`config.mk`:
```
export PLATFORM = sky130hd
export DESIGN_NAME = freq_bcd_display
export DESIGN_NICKNAME = d
export VERILOG_FILES = /design/src/rtl/freq_bcd_display.sv
export SDC_FILE = /design/constraint.sdc
export NUM_CORES = 2
export LEC_CHECK = 0
export CAP_MARGIN = 20
export CORE_MARGIN = 5
export CORE_UTILIZATION = 55
export DETAILED_ROUTE_END_ITERATION = 16
export PLACE_DENSITY = 0.79
export RECOVER_POWER = 25
export SLEW_MARGIN = 10
export SYNTH_ARGS = -nofsm -noshare
export SYNTH_HDL_FRONTEND = slang
export SYNTH_SLANG_ARGS = --single-unit
```
`constraint.sdc`:
```
create_clock -name clk -period 6.02 [get_ports clk]
set_input_delay 1.204 -clock clk [delete_from_list [all_inputs] [get_ports clk]]
set_output_delay 1.204 -clock clk [all_outputs]
set_load 0.005 [all_outputs]
```
`src/rtl/freq_bcd_display.sv`:
```
// NCO frequency readout: freq = (sample_freq * phase_inc) >> ACC_WIDTH, converted to BCD
// by a serial double-dabble engine and shown on active-low seven-segment digits.
`timescale 1ns/1ps
module freq_bcd_display #(
    parameter int unsigned ACC_WIDTH  = 32,
    parameter int unsigned FREQ_WIDTH = 18,
    parameter int unsigned DIGITS     = 6,
    parameter int unsigned AUTO       = 1
) (
    input  logic                    clk,
    input  logic                    reset,
    input  logic [FREQ_WIDTH-1:0]   sample_freq,
    input  logic [ACC_WIDTH-1:0]    phase_inc,
    input  logic                    start,
    input  logic                    blank_lz,
    output logic [7*DIGITS-1:0]     seg,
    output logic [4*DIGITS-1:0]     bcd,
    output logic                    busy,
    output logic                    done,
    output logic                    valid,
    output logic                    overflow
);

    // Decimal digits of 2^w-1 plus one spare digit of headroom.
    function automatic int unsigned bcd_digits(input int unsigned w);
        longint unsigned v;
        int unsigned     n;
        v = (64'd1 << w) - 64'd1;
        n = 0;
        for (int i = 0; i < 20; i++) begin
            if (v != 64'd0) begin
                v = v / 64'd10;
                n = n + 1;
            end
        end
        return n + 1;
    endfunction

    function automatic longint unsigned pow10(input int unsigned n);
        longint unsigned p;
        p = 64'd1;
        for (int i = 0; i < 20; i++) begin
            if (i < int'(n)) p = p * 64'd10;
        end
        return p;
    endfunction

    function automatic logic [6:0] seg7(input logic [3:0] d);
        case (d)
            4'd0:    return 7'b1000000;
            4'd1:    return 7'b1111001;
            4'd2:    return 7'b0100100;
            4'd3:    return 7'b0110000;
            4'd4:    return 7'b0011001;
            4'd5:    return 7'b0010010;
            4'd6:    return 7'b0000010;
            4'd7:    return 7'b1111000;
            4'd8:    return 7'b0000000;
            4'd9:    return 7'b0010000;
            default: return 7'b1111111;
        endcase
    endfunction

    localparam int unsigned PROD_W    = FREQ_WIDTH + ACC_WIDTH;
    localparam int unsigned CONV_DIG  = bcd_digits(FREQ_WIDTH);
    localparam int unsigned ACC_DIG   = (CONV_DIG > DIGITS) ? CONV_DIG : DIGITS;
    localparam int unsigned BCD_W     = 4 * ACC_DIG;
    localparam int unsigned CNT_W     = $clog2(FREQ_WIDTH);
    localparam logic [63:0] MAX_DISP  = 64'(pow10(DIGITS) - 64'd1);
    localparam logic [6:0]  SEG_BLANK = 7'b1111111;
    localparam logic [6:0]  SEG_DASH  = 7'b0111111;

    typedef enum logic [1:0] {S_IDLE, S_MULT, S_CONV, S_LOAD} state_t;

    state_t                  state_q, state_d;
    logic [FREQ_WIDTH-1:0]   sf_q, sf_d;
    logic [ACC_WIDTH-1:0]    pi_q, pi_d;
    logic [FREQ_WIDTH-1:0]   bin_q, bin_d;
    logic [FREQ_WIDTH-1:0]   freq_q, freq_d;
    logic [BCD_W-1:0]        acc_q, acc_d;
    logic [CNT_W-1:0]        cnt_q, cnt_d;
    logic [4*DIGITS-1:0]     bcd_q, bcd_d;
    logic                    busy_q, busy_d;
    logic                    done_q, done_d;
    logic                    valid_q, valid_d;
    logic                    ovf_q, ovf_d;

    logic [PROD_W-1:0]       product_c;
    logic [FREQ_WIDTH-1:0]   freq_c;
    logic [BCD_W-1:0]        acc_adj_c;
    logic                    trigger_c;

    assign product_c = PROD_W'(sf_q) * PROD_W'(pi_q);
    assign freq_c    = FREQ_WIDTH'(product_c >> ACC_WIDTH);
    assign trigger_c = start || ((AUTO != 0) && ((sample_freq != sf_q) || (phase_inc != pi_q)));

    // Add-3 correction applied to every nibble before each shift.
    always_comb begin
        acc_adj_c = acc_q;
        for (int i = 0; i < int'(ACC_DIG); i++) begin
            if (acc_q[4*i +: 4] >= 4'd5) acc_adj_c[4*i +: 4] = acc_q[4*i +: 4] + 4'd3;
        end
    end

    always_ff @(posedge clk) begin
        if (reset) begin
            state_q <= S_IDLE;
            sf_q    <= '0;
            pi_q    <= '0;
            bin_q   <= '0;
            freq_q  <= '0;
            acc_q   <= '0;
            cnt_q   <= '0;
            bcd_q   <= '0;
            busy_q  <= 1'b0;
            done_q  <= 1'b0;
            valid_q <= 1'b0;
            ovf_q   <= 1'b0;
        end else begin
            state_q <= state_d;
            sf_q    <= sf_d;
            pi_q    <= pi_d;
            bin_q   <= bin_d;
            freq_q  <= freq_d;
            acc_q   <= acc_d;
            cnt_q   <= cnt_d;
            bcd_q   <= bcd_d;
            busy_q  <= busy_d;
            done_q  <= done_d;
            valid_q <= valid_d;
            ovf_q   <= ovf_d;
        end
    end

    always_comb begin
        state_d = state_q;
        sf_d    = sf_q;
        pi_d    = pi_q;
        bin_d   = bin_q;
        freq_d  = freq_q;
        acc_d   = acc_q;
        cnt_d   = cnt_q;
        bcd_d   = bcd_q;
        busy_d  = busy_q;
        done_d  = 1'b0;
        valid_d = valid_q;
        ovf_d   = ovf_q;
        case (state_q)
            S_IDLE: begin
                if (trigger_c) begin
                    sf_d    = sample_freq;
                    pi_d    = phase_inc;
                    busy_d  = 1'b1;
                    state_d = S_MULT;
                end
            end
            S_MULT: begin
                bin_d   = freq_c;
                freq_d  = freq_c;
                acc_d   = '0;
                cnt_d   = '0;
                state_d = S_CONV;
            end
            S_CONV: begin
                acc_d = {acc_adj_c[BCD_W-2:0], bin_q[FREQ_WIDTH-1]};
                bin_d = {bin_q[FREQ_WIDTH-2:0], 1'b0};
                cnt_d = cnt_q + CNT_W'(1);
                if (cnt_q == CNT_W'(FREQ_WIDTH - 1)) state_d = S_LOAD;
            end
            S_LOAD: begin
                ovf_d   = 64'(freq_q) > MAX_DISP;
                bcd_d   = acc_q[4*DIGITS-1:0];
                valid_d = 1'b1;
                done_d  = 1'b1;
                busy_d  = 1'b0;
                state_d = S_IDLE;
            end
            default: state_d = S_IDLE;
        endcase
    end

    // Display decode; blanking follows blank_lz live without reconversion.
    logic       lz_c;
    logic [3:0] digit_c;
    always_comb begin
        seg     = '1;
        lz_c    = 1'b1;
        digit_c = 4'd0;
        if (valid_q) begin
            for (int k = int'(DIGITS) - 1; k >= 0; k--) begin
                digit_c = bcd_q[4*k +: 4];
                lz_c    = lz_c && (digit_c == 4'd0);
                if (ovf_q)                           seg[7*k +: 7] = SEG_DASH;
                else if (blank_lz && lz_c && k != 0) seg[7*k +: 7] = SEG_BLANK;
                else                                 seg[7*k +: 7] = seg7(digit_c);
            end
        end
    end

    assign bcd      = bcd_q;
    assign busy     = busy_q;
    assign done     = done_q;
    assign valid    = valid_q;
    assign overflow = ovf_q;

endmodule

```
==> flow_summary.ini <==
[floorplanning]
rows = 79
fp.dieArea_um2 = 51700
floorplan.die.height_um = 227
io_pins = 124
die_w_um = 227
start_util_pct = 55.7
core_region_area_um2 = 46700

[power_and_ir_drop]
pwr-share-comb_pct = 81.2
pwr-share-seq_pct = 10.4
intPower_mw = 6.96
p_clk_share_pct = 8.4
power_mw = 14.3
leakage_nw = 15.1
p_per_area_nw_per_um2 = 459
switching_share_pct = 51.4
power.net_switching_mw = 7.37
ir_worst_vdd_uv = 450

[synth]
synth.distinct_cells = 72
synth_nets = 3711
synth-compound-area-share_pct = 6.87
synth-edff-count = 0
synth_mux_area_share_pct = 3.31
syn_area_um2 = 26000
async_reset_ff_share_pct = 0
yosys.area_share.simple_pct = 17.7
ys_ff_latch = 168
synth_top_family_by_area = adder cells
syn-mean-instance-area_um2 = 8.62
yosys-top-cells-area = fa_1 (37%), dfxtp_1 (13%), inv_1 (8.7%), ha_1 (8.1%), nand2_1 (6.2%)
ys_seq_area_share_pct = 13.0
synth_cells = 3011
yosysMostFrequentCell = inv_1
synth_common_cells = inv_1 (600), fa_1 (478), nand2_1 (431), and2_1 (212)
synthFlopType = dfxtp_1
yosysWarnings = 0
synth_xor_area_share_pct = 2.60
synth_fa_ha_area_share_pct = 44.9
yosysTopAreaCell = fa_1
synth_top_cell_area_share_pct = 36.8

[detailed_routing]
antenna_left = 0
drt-total-wl_um = 75900
drtIter0Drc = 1807
route.detailed.drc = 0
wl_per_cell_um = 19.8
via_count = 21789
first_pass_iters = 6
via_per_inst = 5.68

[timing]
maxSlewViolCount = 0
fmax_ghz = 0.159
setup_slack_ns = -0.273
min_period_over_period_pct = 105
worst_slew_pin_slew_ns = 1.27
final.min_clock_period_ns = 6.29
hold_viol = 0
rsz0062_at_grt = true
setup_violations = 17
skew_ns = 0.0237
max_slew_margin_pct = 15.2
tns_ns = -2.20

[cells_and_area]
finalInstanceArea_um2 = 31200
nNetsFinal = 3913
drive_gt1_share_pct = 15.4
fillers = 3394
syn_to_final_growth_pct = 20.1

[setup_path]
required_ns = 6.31
critical_path.max_fanout = 8
worstPathArrival_ns = 6.58
critPathKind = flip-flop to flip-flop
end_kind = flip-flop
cp-start-kind = flip-flop

[place]
dp_hpwl_um = 56500
numPortBuffers = 122
gp_congestion = 0.960
dp_slack_ns = -0.472
post_dp_cell_area_um2 = 29200

[global_routing]
antenna_found_initial = 2
grt_pass1_wl_um = 118000
grt_usage_pct = 28.8
grt_overflow = 0
grt_max_degree = 95
grt_pass1_vias = 23096

[clock_network]
root_buffer = clkbuf_16
clk_latency_ns = 0.47
clk_pin_slew_worst_paths_ns = 0.09
clock_path_buffers = 2
h-tree-depth = 4
hold_buffers = 0
clock_sinks = 168
cts_tree = built
cts_inserted_buffers = 17

[worst_hold_path]
min_path_type = flip-flop to flip-flop

[outcome]
violations = negative setup slack
outcome = complete, but fails checks

[run]
cap_viol_max_count = 0
[power by group through the flow]
stage,sequential [mW],clock (mW),combinational (mW)
finish,1.49,1.21,11.6
global route,1.50,1.26,12.5
CTS,1.46,1.21,10.3
detailed placement,1.46,0,9.18
global placement,1.46,0,8.91
floorplan,1.34,0,5.81
[worst max-delay path: stages (launching register included)]
cell,delay [ns]
dfxtp_4,0.41
buf_12,0.16
buf_12,0.13
nand2_1,0.07
fa_1,0.51
inv_1,0.05
fa_1,0.47
fa_1,0.57
fa_1,0.48
fa_1,0.57
inv_1,0.06
fa_1,0.53
inv_2,0.05
ha_4,0.30
nand2_4,0.07
buf_4,0.14
nor3b_4,0.36
o211ai_1,0.26
nand2_2,0.19
buf_4,0.13
nor2_1,0.04
xnor2_1,0.22
nor2_1,0.07
a21oi_1,0.15
a211oi_1,0.09
[final cells by class]
cell class | count | area, µm² | share of cell area [%]
antenna | 3 | 7.51 | 0.0241
clock buffer | 17 | 425 | 1.36
multi-input combinational | 2053 | 20400 | 65.5
clock inverter | 15 | 209 | 0.670
timing repair buffer | 371 | 3690 | 11.8
tap | 607 | 759 | 2.44
sequential | 168 | 3420 | 11.0
inverter | 602 | 2260 | 7.25
[placed cells by master, fill, tap and decap left out, drive strengths merged, types with 86 or more instances in the layout]
cell,count
nand2,432
clkdlybuf4s50,100
inv,609
buf,245
ha,168
fa,478
mux2i,86
nor2,155
dfxtp,168
and2,212
a21oi,111
[cell families after synthesis]
| group | after synthesis |
|---|---|
| multiplexers | 86 |
| buffers and inverters | 790 |
| adder cells (fa/ha/maj) | 646 |
| XOR/XNOR | 77 |
| flip-flops | 168 |
| AO/OA/AOI/OAI | 277 |
| AND/OR/NAND/NOR | 966 |
| other | 1 |
[path summary, 6_finish.rpt]
| kind | from | endpoint | slack, ns | depth (start not counted) |
|---|---|---|---|---|
| max | sf_q[10]$_SDFFE_PP0P_ | bin_q[1]$_SDFFE_PP0P_ | -0.27 | 24 |
| min | bin_q[0]$_SDFFE_PP0P_ | bin_q[0]$_SDFFE_PP0P_ | 0.49 | 2 |
| max reg2reg | sf_q[10]$_SDFFE_PP0P_ | bin_q[1]$_SDFFE_PP0P_ | -0.27 | 24 |
| min reg2reg | bin_q[0]$_SDFFE_PP0P_ | bin_q[0]$_SDFFE_PP0P_ | 0.49 | 2 |
[per-layer routing]
| layer | global-route usage, % | up-vias | share of wire [%] |
|---|---|---|---|
| li1 | - | 9468 | - |
| met1 | 34.9 | 10963 | 36 |
| met2 | 50.0 | 1062 | 50 |
| met3 | 6.07 | 296 | 8.1 |
| met4 | 12.5 | 0 | 5.4 |
| met5 | 0 | - | 0 |
[metrics by stage]
| step | util, % | cells | hold WS [ns] |
|---|---|---|---|
| floorplan | - | 3011 | 0.453 |
| global placement | 62.6 | 3768 | 0.465 |
| detailed placement | 62.6 | 3768 | 0.473 |
| CTS | 65.5 | 3822 | 0.484 |
| global route | 66.8 | 3835 | 0.496 |
| finish | 66.9 | 3836 | 0.491 |
[what timing repair did]
item / in CTS / in global routing
buffers inserted: 21 / 13
pin swaps: 65 / 64
cloned: 3 / 3
gates resized for setup: 106 / 140
setup endpoints to repair: 17 / 18
(Power assumes the default switching activity.)
